[src/rtl/tdc_pkg.sv]
// Shared types and default sizing for the phase time-to-digital converter.
package tdc_pkg;

  typedef enum logic [1:0] {
    IDLE  = 2'd0,
    COUNT = 2'd1,
    WAIT  = 2'd2
  } tdc_state_e;

  localparam int CNT_W_DEF    = 16;
  localparam int AVG_LOG2_DEF = 4;

endpackage

[src/rtl/sync_edge_det.sv]
// Multi-stage synchronizer for an asynchronous input, followed by one extra
// register so a single-cycle rising-edge strobe can be formed.
module sync_edge_det #(
  parameter int STAGES = 2
) (
  input  logic clk,
  input  logic rst,
  input  logic d,
  output logic rise
);

  // sr[STAGES-1] is the last synchronizer stage, sr[STAGES] the edge-detect delay
  logic [STAGES:0] sr;

  always_ff @(posedge clk or negedge rst) begin
    if (!rst) sr <= '0;
    else      sr <= {sr[STAGES-1:0], d};
  end

  assign rise = sr[STAGES-1] & ~sr[STAGES];

endmodule

[src/rtl/phase_tdc.sv]
// Measures clk cycles from each mod rising edge to the next sig_in rising edge,
// with a power-of-two block average and a timeout strobe for missing returns.
//
// state | meaning
// IDLE  | after reset, waiting for the first mod rising edge
// COUNT | interval counter running, waiting for the returned sig_in edge
// WAIT  | measurement taken, further sig_in edges ignored until next mod rise
module phase_tdc
  import tdc_pkg::*;
#(
  parameter int CNT_W    = CNT_W_DEF,
  parameter int AVG_LOG2 = AVG_LOG2_DEF
) (
  input  logic             clk,
  input  logic             rst,
  input  logic             mod,
  input  logic             sig_in,
  output logic [CNT_W-1:0] meas_val,
  output logic             meas_valid,
  output logic [CNT_W-1:0] avg_val,
  output logic             avg_valid,
  output logic             timeout,
  output logic             busy
);

  localparam int                 ACC_W      = CNT_W + AVG_LOG2;
  localparam logic [CNT_W-1:0]   CNT_MAX    = '1;
  localparam logic [AVG_LOG2:0]  TALLY_LAST = (AVG_LOG2 + 1)'((1 << AVG_LOG2) - 1);

  tdc_state_e        state, state_nxt;
  logic              mod_d;
  logic              mod_rise;
  logic              sig_rise;
  logic [CNT_W-1:0]  cnt;
  logic [ACC_W-1:0]  acc;
  logic [ACC_W-1:0]  acc_sum;
  logic [AVG_LOG2:0] tally;
  logic              cnt_clr;
  logic              capture;
  logic              tmo;

  // mod is registered at its source, so a single delay flop is enough
  always_ff @(posedge clk or negedge rst) begin
    if (!rst) mod_d <= 1'b0;
    else      mod_d <= mod;
  end

  assign mod_rise = mod & ~mod_d;

  // Two sync stages plus the edge register cancel the mod_d delay plus the
  // FSM entry cycle, so cnt already equals the true interval on capture.
  sync_edge_det #(
    .STAGES (2)
  ) u_sig_sync (
    .clk  (clk),
    .rst  (rst),
    .d    (sig_in),
    .rise (sig_rise)
  );

  always_ff @(posedge clk or negedge rst) begin
    if (!rst) state <= IDLE;
    else      state <= state_nxt;
  end

  always_comb begin
    state_nxt = state;
    unique case (state)
      IDLE:    if (mod_rise) state_nxt = COUNT;
      COUNT:   if (sig_rise && !mod_rise) state_nxt = WAIT;
      WAIT:    if (mod_rise) state_nxt = COUNT;
      default: state_nxt = IDLE;
    endcase
  end

  always_comb begin
    cnt_clr = 1'b0;
    capture = 1'b0;
    tmo     = 1'b0;
    unique case (state)
      IDLE:  cnt_clr = mod_rise;
      COUNT: begin
        cnt_clr = mod_rise;
        capture = sig_rise;
        tmo     = mod_rise & ~sig_rise;
      end
      WAIT:  cnt_clr = mod_rise;
      default: begin
        cnt_clr = 1'b0;
      end
    endcase
  end

  assign busy = (state == COUNT);

  always_ff @(posedge clk or negedge rst) begin
    if (!rst) begin
      cnt <= '0;
    end else if (cnt_clr) begin
      cnt <= '0;
    end else if (state == COUNT && cnt != CNT_MAX) begin
      cnt <= cnt + CNT_W'(1);
    end
  end

  assign acc_sum = acc + ACC_W'(cnt);

  always_ff @(posedge clk or negedge rst) begin
    if (!rst) begin
      meas_val   <= '0;
      meas_valid <= 1'b0;
      avg_val    <= '0;
      avg_valid  <= 1'b0;
      timeout    <= 1'b0;
      acc        <= '0;
      tally      <= '0;
    end else begin
      meas_valid <= capture;
      timeout    <= tmo;
      avg_valid  <= 1'b0;
      if (capture) begin
        meas_val <= cnt;
        if (tally == TALLY_LAST) begin
          avg_val   <= CNT_W'(acc_sum >> AVG_LOG2);
          avg_valid <= 1'b1;
          acc       <= '0;
          tally     <= '0;
        end else begin
          acc   <= acc_sum;
          tally <= tally + (AVG_LOG2 + 1)'(1);
        end
      end
    end
  end

endmodule

[config.mk]
export PLATFORM = sky130hd
export DESIGN_NAME = phase_tdc
export DESIGN_NICKNAME = d
export VERILOG_FILES = /design/src/rtl/tdc_pkg.sv /design/src/rtl/sync_edge_det.sv /design/src/rtl/phase_tdc.sv
export SDC_FILE = /design/constraint.sdc
export NUM_CORES = 1
export LEC_CHECK = 0
export BUFFER_PORTS_ARGS = -buffer_cell sky130_fd_sc_hd__buf_4
export CAP_MARGIN = 20
export CORE_AREA = 2 2 115 117
export DETAILED_ROUTE_END_ITERATION = 10
export DIE_AREA = 0 0 117 119
export GPL_ROUTABILITY_DRIVEN = 0
export GPL_TIMING_DRIVEN = 1
export MAX_ROUTING_LAYER = met4
export SYNTH_ARGS = -nofsm -noshare
export SYNTH_HDL_FRONTEND = slang
export SYNTH_SLANG_ARGS = --single-unit
[constraint.sdc]
create_clock -name clk -period 3.6 [get_ports clk]
set_input_delay 0.72 -clock clk [delete_from_list [all_inputs] [get_ports clk]]
set_output_delay 0.72 -clock clk [all_outputs]
set_load 0.01 [all_outputs]
==> results.ini, run 1 <==
[run_status]
status=finished, final reports clean

[floorplanning]
num_io_pins=40
die_area_sq_um=13900
core-area_sq_um=12900
rows=42
die_w_um=117
initial_utilization=0.336
die_h_um=119

[timing]
slew_viol_final=0
setup_viol=0
fin_crit_ns=2.65
clock_skew_ns=0.00895
fin_crit_sh=0.735
fin_tns_setup_ns=0
tightest_slew_ns=0.875
fmax_mhz=378
rsz0062_at_grt=false
hold_viol=0
maxSlewHeadroom=0.417
fin_ws_ns=0.954

[cells_and_area]
layout.cells.non_filler=653
fin_util=0.396
diodes=0
fin_area_sq_um=5100
syn2layout_area_growth_pct=18.1
nets=495
layout-drive-gt1-share=0.182

[setup_path]
critPathRequiredTime_ns=3.83
worst-path-buf-inv=0
rr_worst_depth=8
path_class=register to register
endpoint_kind=register
startpoint_type=register
cp_slowest_cell=dfrtp_1
critPathMaxStageDelay_ns=0.45
cp.depth=8
cp_top_family=compound AO/OA/AOI/OAI gates
cp_max_fo=7
cp_cell_sequence=ha_1, fa_1, a211oi_2, nor4_2, o21bai_1, a31oi_2, nor4b_1, a211o_1
cp.arrival_ns=2.87

[clocking]
path_clk_slew_ns=0.07
cts_made_buffers=9
clockBufferDepth=2
postCtsSetupRepairBufs=0
cts-root-buf=clkbuf_16
insertion_delay_ns=0.34
clock_sink_count=82
htreeDepth=3
cts_resized=0
cts_tree=built
cts_hold_buf=0

[power]
power_density_nw_per_um2=587
p_leak_nw=2.50
ir_drop_v=0.000251

[worst_hold_path]
hp-class=register to register
hold_depth=0

[drt]
wl_mm=9.84
vias=3291
first_pass_iters=4
first_iter_violations=164
drc=0
routedWlPerCell_um=15.1
routed_via_density=5.04
ant_nets=0

[yosys]
async_flop_share=1.00
synth-edff-count=0
yosysSeqAreaShare=0.475
syn_area_sq_um=4320
synth.distinct_cells=59
ys_ff_latch=82
syn_nets=459
synth_area_per_cell_sq_um=9.91
syn_inst=436
ys.flop_type=dfrtp_1
yosys_warnings=0

[placement]
placed_area_sq_um=4750
placedCellCount=637
hpwl_mm=6.84
io_buffers=39
pre_cts_slack_ns=1.00

[grt]
grt_overflow_total=0
groute.usage.overall=0.153
grt_pass1_vias=3231
antenna_found_initial=0
grt_first_pass_wirelength_mm=16.4
grt_max_degree=69

[run]
max_cap_violations=0

[Yosys cell counts (3+ instances only)]
| cell | instances | area [sq um] |
|---|---|---|
| nand2_1 | 91 | 342 |
| dfrtp_1 | 82 | 2050 |
| nor2_1 | 34 | 128 |
| ha_1 | 18 | 225 |
| xor2_1 | 17 | 149 |
| nand4_1 | 16 | 100 |
| nand3_1 | 13 | 65.1 |
| a22o_1 | 12 | 105 |
| o21ai_0 | 12 | 60.1 |
| a21oi_1 | 9 | 45.0 |
| clkbuf_1 | 9 | 33.8 |
| and4_1 | 7 | 61.3 |
| o21a_1 | 7 | 52.6 |
| xnor2_1 | 7 | 61.3 |
| a31oi_1 | 6 | 37.5 |
| and3_1 | 6 | 37.5 |
| mux2_2 | 6 | 67.6 |
| a211o_1 | 5 | 43.8 |
| a21o_1 | 5 | 37.5 |
| a211oi_1 | 4 | 30.0 |
| buf_4 | 4 | 30.0 |
| buf_6 | 4 | 45.0 |
| inv_1 | 4 | 15.0 |
| nand2b_1 | 4 | 25.0 |
| nor3_1 | 4 | 20.0 |
| o21ai_1 | 4 | 20.0 |
| o31ai_1 | 3 | 22.5 |
| or3_1 | 3 | 18.8 |
[report_power, final]
| part | leakage, nW | internal [mW] | switching (mW) | total, mW |
|---|---|---|---|---|
| combinational | 1.23 | 0.303 | 0.404 | 0.707 |
| clock | 0.172 | 0.686 | 0.385 | 1.07 |
| sequential | 1.11 | 1.08 | 0.137 | 1.22 |
[metal layers]
metal  up-vias  global-route usage  routed length (um)
met1      1593               0.210                4730
li1       1632                   -                   -
met3        12              0.0265                 224
met5         -                   -                   0
met4         0              0.0500                 161
met2        54               0.231                4730
[worst paths after layout]
path,slack [ns],end,startpoint
worst max-delay path,0.95,acc[18],cnt[0]
worst min-delay path,0.35,u_sig_sync.sr[1],u_sig_sync.sr[0]
worst max register to register,0.95,acc[18],cnt[0]
worst min register to register,0.35,u_sig_sync.sr[1],u_sig_sync.sr[0]
max in group asynchronous,2.43,state[0],rst
min in group asynchronous,0.50,avg_val[10],rst
[through the flow]
| stage | power (mW) | hold WS (ns) |
|---|---|---|
| 4_1_cts | 3.03 | 0.353 |
| 6_report | 3.00 | 0.349 |
| 2_1_floorplan | 1.74 | 0.331 |
| 3_3_place_gp | 1.92 | 0.337 |
| 5_1_grt | 3.17 | 0.355 |
| 3_5_place_dp | 1.94 | 0.339 |
[kinds of logic (layout without fill, tap and decap cells)]
group | Yosys count | after routing | synth area share
buf+inv | 25 | 66 | 0.0339
flops | 82 | 82 | 0.475
mux | 8 | 8 | 0.0203
fa+ha+maj | 19 | 19 | 0.0567
xor+xnor | 24 | 24 | 0.0486
compound gates | 90 | 90 | 0.163
simple gates | 188 | 188 | 0.203
[sequential cells by signal, summed over array words and instances (netlist names)]
register	flops
acc	20
cnt	16
mod_d	1
meas_val	16
timeout	1
u_sig_sync.sr	3
avg_valid	1
tally	5
state	2
meas_valid	1
avg_val	16
[cell type report]
cell class,instances,area (sq um)
clock buffers,9,225
flip-flops and latches,82,2050
inverters,6,27.5
clock inverters,7,124
multi-input cells,329,2120
fillers,1267,7770
repair buffers,44,330
well taps,176,220
[cells in the final DEF (no fill, tap or decap), drive strengths merged, types with 5 or more instances in the layout]
master | netlist | routed
a211o | 6 | 6
a211oi | 6 | 6
a21o | 5 | 5
a21oi | 11 | 11
a22o | 12 | 12
a31oi | 7 | 7
and3 | 6 | 6
and4 | 7 | 7
buf | 10 | 44
clkbuf | 9 | 9
dfrtp | 82 | 82
ha | 18 | 18
inv | 6 | 9
mux2 | 6 | 6
nand2 | 92 | 92
nand3 | 13 | 13
nand4 | 16 | 16
nor2 | 35 | 35
o21a | 7 | 7
o21ai | 16 | 16
xnor2 | 7 | 7
xor2 | 17 | 17
Power figures use the tool's default switching activity.
==> inputs of run 2 (changes only) <==
==> constraint.sdc (replaced) <==
create_clock -name clk -period 2.2 [get_ports clk]
set_input_delay 0.44 -clock clk [delete_from_list [all_inputs] [get_ports clk]]
set_output_delay 0.44 -clock clk [all_outputs]
set_load 0.01 [all_outputs]
==> run 2 against run 1 <==
Against the previous run:
- the run now ends with negative setup slack left
- critical path depth is 1 higher
- via count is 6.7% higher
- cell count is 7.2% higher
- first-iteration DRC count is 0.61% lower
- worst hold slack worse by 0.29 ns
- setup slack worse by 1.0 ns
==> results.ini, run 2 (synthesis gave the netlist of run 1 again) <==
[placement]
placedCellCount=675  ; +6.0%
pre_cts_slack_ns=-0.133  ; -1.13 ns
io_buffers=39  ; unchanged
hpwl_mm=7.39  ; +7.9%

[cells_and_area]
final_common_cell=nand2_1
diodes=0  ; unchanged
layout-drive-gt1-share=0.296  ; +0.113
final_cell_mix=nand2_1 (90), buf_4 (89), dfrtp_1 (82), nor2_1 (31), xor2_1 (17)
syn2layout_area_growth_pct=30.1
largest_reg_flops=20  ; unchanged
regMostFlops=acc
fillers=1227  ; -3.2%
layout.cells.non_filler=700  ; +7.2%
seqCellArea_sq_um=2050  ; unchanged
nets=542  ; +9.5%
multi_input_area_sq_um=2280  ; +7.4%

[drt]
routed_via_density=5.02  ; -0.48%
first_pass_iters=4  ; unchanged
met1_length_mm=4.97  ; +5.2%
ant_nets=0  ; unchanged
route.met2.wl_mm=4.84  ; +2.5%
met3_length_um=321  ; +43%
routedWlPerCell_um=14.9  ; -1.2%
first_iter_violations=163  ; -0.61%
vias=3511  ; +6.7%
wl_mm=10.4  ; +6.0%
top_layer=met4
drc=0  ; unchanged

[power]
p_sw_frac=0.308  ; -0.00127
p_sw_mw=1.61  ; +74%
power_density_nw_per_um2=932  ; +59%
p_total_mw=5.24  ; +75%
pwr-share-comb=0.296  ; +0.060
cell_internal_pwr_mw=3.63  ; +75%
ir_drop_v=0.000376  ; +50%
clkPwrFrac=0.330  ; -0.027
power_frac_seq=0.375  ; -0.032
p_leak_nw=2.76  ; +10%

[timing]
fin_crit_sh=1.04  ; +0.301
clock_skew_ns=0.00785  ; -0.00109 ns
fin_ws_ns=-0.0783  ; -1.03 ns
setup_viol=4  ; +4
slew_viol_final=0  ; unchanged
fmax_mhz=439  ; +16%
hold_viol=0  ; unchanged
fin_tns_setup_ns=-0.159  ; -0.159 ns
tightest_slew_ns=0.498  ; -0.377 ns
fin_crit_ns=2.28  ; -0.367 ns
maxSlewHeadroom=0.668  ; +0.251
rsz0062_at_grt=true

[clocking]
cts_tree=built
clockBufferDepth=2  ; unchanged
cts-root-buf=clkbuf_16
clock_sink_count=82  ; unchanged
path_clk_slew_ns=0.07  ; about the same
htreeDepth=3  ; unchanged
insertion_delay_ns=0.34  ; about the same
cts_hold_buf=0  ; unchanged
cts_made_buffers=9  ; unchanged

[setup_path]
cp.arrival_ns=2.50  ; -0.37 ns
endpoint_kind=register
startpoint_type=register
critPathRequiredTime_ns=2.42  ; -1.41 ns
cp_max_fo=2  ; -5
path_class=register to register

[grt]
grt_first_pass_wirelength_mm=17.2  ; +5.1%
groute.usage.overall=0.162  ; +0.00900
antenna_found_initial=0  ; unchanged
grt_pass1_vias=3423  ; +5.9%
grt_overflow_total=0  ; unchanged
grt_max_degree=37  ; -46%

[floorplanning]
initial_utilization=0.336  ; unchanged
rows=42  ; unchanged
die_area_sq_um=13900  ; unchanged
die_h_um=119  ; unchanged
num_io_pins=40  ; unchanged
die_w_um=117  ; unchanged
core-area_sq_um=12900  ; unchanged

[run_status]
status=complete, but fails checks
failed_checks=negative setup slack

[worst_hold_path]
hp-class=primary input to asynchronous set/reset pin

[run]
max_cap_violations=0  ; unchanged

run 2: what timing repair did:
item                                    4_1_cts  5_1_grt
endpoints found under the setup margin       14       25
pin swaps                                     8       10
buffers inserted                              4        5
gates resized for setup                      12       17
run 2: metrics by stage:
step / cell area (sq um) / hold slack (ns) / util
final: 5620 / 0.0605 / 0.437
after floorplan: 4340 / 0.144 / -
after global placement: 5060 / 0.332 / 0.393
after CTS: 5490 / 0.0777 / 0.426
after global routing: 5620 / 0.0936 / 0.437
after detailed placement: 5060 / 0.336 / 0.393
run 2: final cells by class:
type                    count  share of cell area
multi-input cells         329               0.406
flip-flops and latches     82               0.365
repair buffers             91               0.124
clock buffers               9              0.0401
well taps                 176              0.0392
clock inverters             7              0.0209
inverters                   6             0.00490
run 2: layer usage:
metal | GRT usage | up-vias
li1 | - | 1723
met4 | 0.0647 | 0
met1 | 0.217 | 1707
met2 | 0.240 | 63
met5 | - | -
met3 | 0.0346 | 18
run 2: critical path, stage by stage (launching register included):
cell,delay [ns]
dfrtp_1,0.38
ha_2,0.20
fa_2,0.39
a211oi_4,0.27
buf_4,0.17
nor2_2,0.04
o21a_1,0.20
nor2_2,0.12
xnor2_2,0.11
mux2_4,0.27
run 2: final timing paths:
path	end	from	cells after the start	slack [ns]
worst min-delay path	avg_val[7]	rst	1	0.06
min in group clk	u_sig_sync.sr[0]	sig_in	1	0.20
worst max register to register	avg_val[2]	cnt[0]	9	-0.08
worst min register to register	u_sig_sync.sr[1]	u_sig_sync.sr[0]	0	0.35
max in group asynchronous	meas_val[13]	rst	2	1.57
worst max-delay path	avg_val[2]	cnt[0]	9	-0.08
run 2: power by group through the flow:
| stage | clock, mW | sequential, mW | combinational, mW |
|---|---|---|---|
| after global placement | 0 | 1.98 | 1.34 |
| after CTS | 1.76 | 1.96 | 1.47 |
| after global routing | 1.84 | 2.00 | 1.72 |
| final | 1.73 | 1.96 | 1.55 |
| after floorplan | 0 | 1.99 | 0.861 |
| after detailed placement | 0 | 1.98 | 1.39 |
